===== config.mk =====
export PLATFORM = sky130hd
export DESIGN_NAME = solution_collector
export DESIGN_NICKNAME = d
export VERILOG_FILES = /design/src/rtl/solution_collector.sv
export SDC_FILE = /design/constraint.sdc
export NUM_CORES = 1
export LEC_CHECK = 0
export CAP_MARGIN = 20
export CORE_MARGIN = 3
export CORE_UTILIZATION = 35
export DETAILED_ROUTE_END_ITERATION = 8
export HOLD_SLACK_MARGIN = 0.02
export SYNTH_ARGS = -nofsm -noshare
export SYNTH_HDL_FRONTEND = slang
export SYNTH_SLANG_ARGS = --single-unit

===== constraint.sdc =====
create_clock -name clk -period 4.1 [get_ports clk]
set_input_delay 0.82 -clock clk [delete_from_list [all_inputs] [get_ports clk]]
set_output_delay 0.82 -clock clk [all_outputs]
set_load 0.1 [all_outputs]

===== src/rtl/solution_collector.sv =====
// solution_collector: gathers an 8-row one-hot placement, checks column and diagonal
// conflicts row by row, and counts accepted solutions.
module solution_collector (
  input  logic       clk,
  input  logic       reset,
  input  logic       start,
  input  logic       valid,
  input  logic [7:0] in_bus,
  input  logic       solver_done,
  input  logic [2:0] rd_row,
  output logic       busy,
  output logic       sol_valid,
  output logic       sol_ok,
  output logic [1:0] error_code,
  output logic [6:0] solution_count,
  output logic       finished,
  output logic [7:0] rd_data
);
  typedef enum logic [1:0] {IDLE, COLLECT, REPORT, FINISHED} state_t;
  state_t state_q, state_d;
  logic [7:0]  rows_q [8];
  logic [7:0]  rows_d [8];
  logic [2:0]  idx_q, idx_d;
  logic [7:0]  col_q, col_d;
  logic [14:0] diag_q, diag_d, anti_q, anti_d;
  logic [1:0]  err_q, err_d, code;
  logic        ok_q, ok_d;
  logic [6:0]  cnt_q, cnt_d;
  logic [7:0]  rev;
  logic [14:0] dbits, abits;
  logic        onehot, accept;
  always_ff @(posedge clk or negedge reset) begin
    if (!reset) begin
      state_q <= IDLE;
      rows_q  <= '{default: '0};
      idx_q   <= 3'd7;
      col_q   <= '0;
      diag_q  <= '0;
      anti_q  <= '0;
      err_q   <= '0;
      ok_q    <= 1'b0;
      cnt_q   <= '0;
    end else begin
      state_q <= state_d;
      rows_q  <= rows_d;
      idx_q   <= idx_d;
      col_q   <= col_d;
      diag_q  <= diag_d;
      anti_q  <= anti_d;
      err_q   <= err_d;
      ok_q    <= ok_d;
      cnt_q   <= cnt_d;
    end
  end
  always_comb begin
    state_d = state_q;
    case (state_q)
      IDLE:     state_d = start ? COLLECT : solver_done ? FINISHED : IDLE;
      COLLECT:  state_d = start ? COLLECT : solver_done ? FINISHED :
                          (valid && idx_q == 3'd0) ? REPORT : COLLECT;
      REPORT:   state_d = IDLE;
      FINISHED: state_d = start ? COLLECT : FINISHED;
      default:  state_d = IDLE;
    endcase
  end
  // Diagonal index r+c comes from shifting the row by r; anti-diagonal r-c+7 from shifting the bit-reversed row.
  always_comb begin
    rev = '0;
    for (int i = 0; i < 8; i++) rev[i] = in_bus[7-i];
    dbits  = {7'd0, in_bus} << idx_q;
    abits  = {7'd0, rev} << idx_q;
    onehot = (in_bus != 8'd0) && ((in_bus & (in_bus - 8'd1)) == 8'd0);
    code   = !onehot ? 2'b01 : (|(col_q & in_bus)) ? 2'b10 :
             (|(diag_q & dbits) || |(anti_q & abits)) ? 2'b11 : 2'b00;
    accept = state_q == COLLECT && !start && !solver_done && valid;
    rows_d = rows_q;
    idx_d  = idx_q;
    col_d  = col_q;
    diag_d = diag_q;
    anti_d = anti_q;
    err_d  = err_q;
    ok_d   = ok_q;
    cnt_d  = cnt_q;
    if (start && state_q != REPORT) begin
      idx_d  = 3'd7;
      col_d  = '0;
      diag_d = '0;
      anti_d = '0;
      err_d  = '0;
      ok_d   = 1'b0;
    end else if (accept) begin
      rows_d[idx_q] = in_bus;
      col_d  = onehot ? col_q | in_bus : col_q;
      diag_d = onehot ? diag_q | dbits : diag_q;
      anti_d = onehot ? anti_q | abits : anti_q;
      err_d  = (err_q == 2'b00) ? code : err_q;
      idx_d  = (idx_q == 3'd0) ? idx_q : idx_q - 3'd1;
      ok_d   = (idx_q == 3'd0) ? (err_d == 2'b00) : ok_q;
      cnt_d  = (idx_q == 3'd0 && ok_d && cnt_q != 7'd127) ? cnt_q + 7'd1 : cnt_q;
    end
  end
  always_comb begin
    busy           = state_q == COLLECT;
    sol_valid      = state_q == REPORT;
    finished       = state_q == FINISHED;
    sol_ok         = ok_q;
    error_code     = err_q;
    solution_count = cnt_q;
    rd_data        = rows_q[rd_row];
  end
endmodule


==> results.yml <==
yosys:
  synth-edff-count: 0
  syn_nets: 564
  yosys_register_bits: 117
  ys.flop_type: "dfrtp_1"
  async_reset_ff_frac: 1.00
  avgSynthCellArea_um2: 11.3
  synthCells: 545
  yosysWarnings: 0
  synth.distinct_cells: 57
  seq_area_frac_synth: 0.474
  syn-cell-area_um2: 6180
power_and_ir_drop:
  ir_drop_mv: 0.259
  powerDensity_nw_per_um2: 423
  power_leakage_nw: 3.38
setup_path:
  reg2reg_slack_ns: 0.72
  reg2reg_depth: 7
  critPathRequiredTime_ns: 3.28
  worstReg2RegStart: "idx_q[0]$_DFFE_PN1P_"
  critPathKind: "primary input to output port"
  critPathLaunchType: "primary input"
  arrival_ns: 2.65
  critPathMaxFanout: 16
  end_kind: "output port"
  reg2reg_to: "solution_count[1]$_DFFE_PN0P_"
detailed_routing:
  top_layer: "met4"
  wl_met3_um: 791
  wl_met2_um: 7690
  wl_per_cell_um: 19.5
  vias: 4447
  firstDrtPassIters: 4
  antenna_left: 0
  wl_met1_um: 7100
  drt-vias-per-instance: 5.48
  drtIter0Drc: 355
  drc: 0
  wirelength_um: 15800
clock_tree:
  clock-sinks: 117
  post_cts_resized: 0
  cts_hold_buf: 0
  cts_setup_buffers: 0
  cts_tree: "built"
  clk_latency_ns: 0.42
  clock-root-buffer: "clkbuf_16"
  cts_buffers: 17
  h-tree-depth: 4
  cts_max_path_buffers: 2
  clkTransAtPathRegs_ns: 0.05
sta:
  drv_slew: 0
  finClkSkew_ns: 0.0129
  maxSlewHeadroom: 0.344
  worstMarginPinSlew_ns: 0.981
  period_needed_ns: 3.47
  setup_viol: 0
  fin_setup_tns_ns: 0
  post-route-period-util: 0.846
  rsz0062_at_grt: "false"
  fmax_mhz: 288
  hold_viol: 0
cells_and_area:
  multi_input_area_um2: 3050
  fillers: 1577
  layout_commonest_cell: "dfrtp_1"
  diodes: 0
  syn2layout_area_growth_pct: 20.5
  fin_nets: 597
  stdcell_count: 811
  ff_latch_area_um2: 2930
  mostFrequentLayoutCells: "114 x dfrtp_1, 84 x mux2_2, 47 x nor2_1, 39 x nand2_1, 34 x a21oi_1"
  drive_gt1_frac: 0.293
die:
  io_pins: 37
  die_x_um: 139
  num_rows: 47
  die_area_um2: 19300
  chipHeight_um: 139
  initial_core_util: 0.365
  coreArea_um2: 16900
global_routing:
  grt.total_usage: 0.169
  overflow: 0
  grt_pass1_vias: 4571
  grt_pass1_wl_um: 25800
  antenna_found_initial: 0
  grt_max_degree: 68
placed_design:
  place.gp.congestion: 0.861
  place_inst: 779
  hpwl_um: 10800
  port_buffers: 36
outcome:
  status: "finished clean"
job:
  max_cap_violations: 0
min_path:
  hp-class: "register to register"
  min_from: "rows_q[15]$_DFFE_PN0P_"
  hold_depth: 2
  hold_end: "rows_q[15]$_DFFE_PN0P_"
-- worst max path at each step --
stage               slack (ns)                       endpoint      start  cells after the start
finish                    0.63                     rd_data[5]  rd_row[0]                      5
global route              0.53                     rd_data[5]  rd_row[0]                      5
CTS                       0.59                     rd_data[5]  rd_row[0]                      5
detailed placement        0.31  solution_count[1]$_DFFE_PN0P_  in_bus[3]                      9
global placement          0.31  solution_count[1]$_DFFE_PN0P_  in_bus[0]                      8
floorplan                 0.49                     rd_data[7]  rd_row[0]                      4
-- Yosys cell counts, types with 7 or more instances --
cell type / instances / area share
buf_1: 7 / 0.0043
nand3_1: 15 / 0.012
a31oi_1: 8 / 0.0081
o21ai_0: 17 / 0.014
a22oi_1: 8 / 0.0097
nor2_1: 47 / 0.029
nand2_1: 39 / 0.024
inv_1: 8 / 0.0049
and2_1: 8 / 0.0081
mux2_2: 84 / 0.15
a21oi_1: 34 / 0.028
xnor2_1: 7 / 0.0099
clkbuf_1: 31 / 0.019
dfrtp_1: 114 / 0.46
and3_1: 7 / 0.0071
mux2i_1: 10 / 0.016
mux4_2: 18 / 0.066
-- critical path, stage by stage --
cell and delay (ns):
clkdlybuf4s50_1 0.45, buf_4 0.31, mux4_2 0.55, mux2_2 0.32, buf_12 0.18
-- flip-flops by register name (all words and copies together) (netlist names) --
name	flops
diag_q	15
error_code	2
sol_ok	1
idx_q	3
col_q	8
anti_q	15
state_q	2
rows_q	64
solution_count	7
-- metrics by stage --
| step | setup slack, ns | area [um2] | util | power (W) | hold WS (ns) |
|---|---|---|---|---|---|
| final | 0.631 | 7450 | 0.440 | 0.00315 | 0.479 |
| after global placement | 0.309 | 6860 | 0.405 | 0.00167 | 0.456 |
| after CTS | 0.590 | 7450 | 0.440 | 0.00318 | 0.477 |
| after floorplan | 0.493 | 6180 | - | 0.00154 | 0.445 |
| after global routing | 0.533 | 7450 | 0.440 | 0.00326 | 0.506 |
| after detailed placement | 0.309 | 6860 | 0.405 | 0.00169 | 0.465 |
-- area by class of cell --
| class | instances | area share |
|---|---|---|
| Inverter | 8 | 0.00403 |
| Tap cell | 220 | 0.0369 |
| Timing Repair Buffer | 55 | 0.0779 |
| Multi-Input combinational cell | 379 | 0.409 |
| Clock buffer | 19 | 0.0581 |
| Sequential cell | 117 | 0.393 |
| Clock inverter | 13 | 0.0210 |
-- per-layer routing --
layer,track usage,up-vias
met3,0.0403,15
li1,-,2060
met5,0,-
met1,0.233,2267
met2,0.261,105
met4,0.0602,0
-- cell families after synthesis --
kind of cell,synth area share
adder cells (fa/ha/maj),0.00931
buffers and inverters,0.0346
XOR/XNOR,0.00992
AO/OA/AOI/OAI,0.106
multiplexers,0.240
flip-flops,0.474
AND/OR/NAND/NOR,0.126
-- report_power, final --
group | internal (W) | switching [W] | leakage, nW
clock network | 0.000953 | 0.000536 | 0.287
registers | 0.00122 | 0.0000412 | 1.59
logic | 0.000172 | 0.000237 | 1.50
total | 0.00234 | 0.000813 | 3.38
Power figures use the tool's default switching activity.
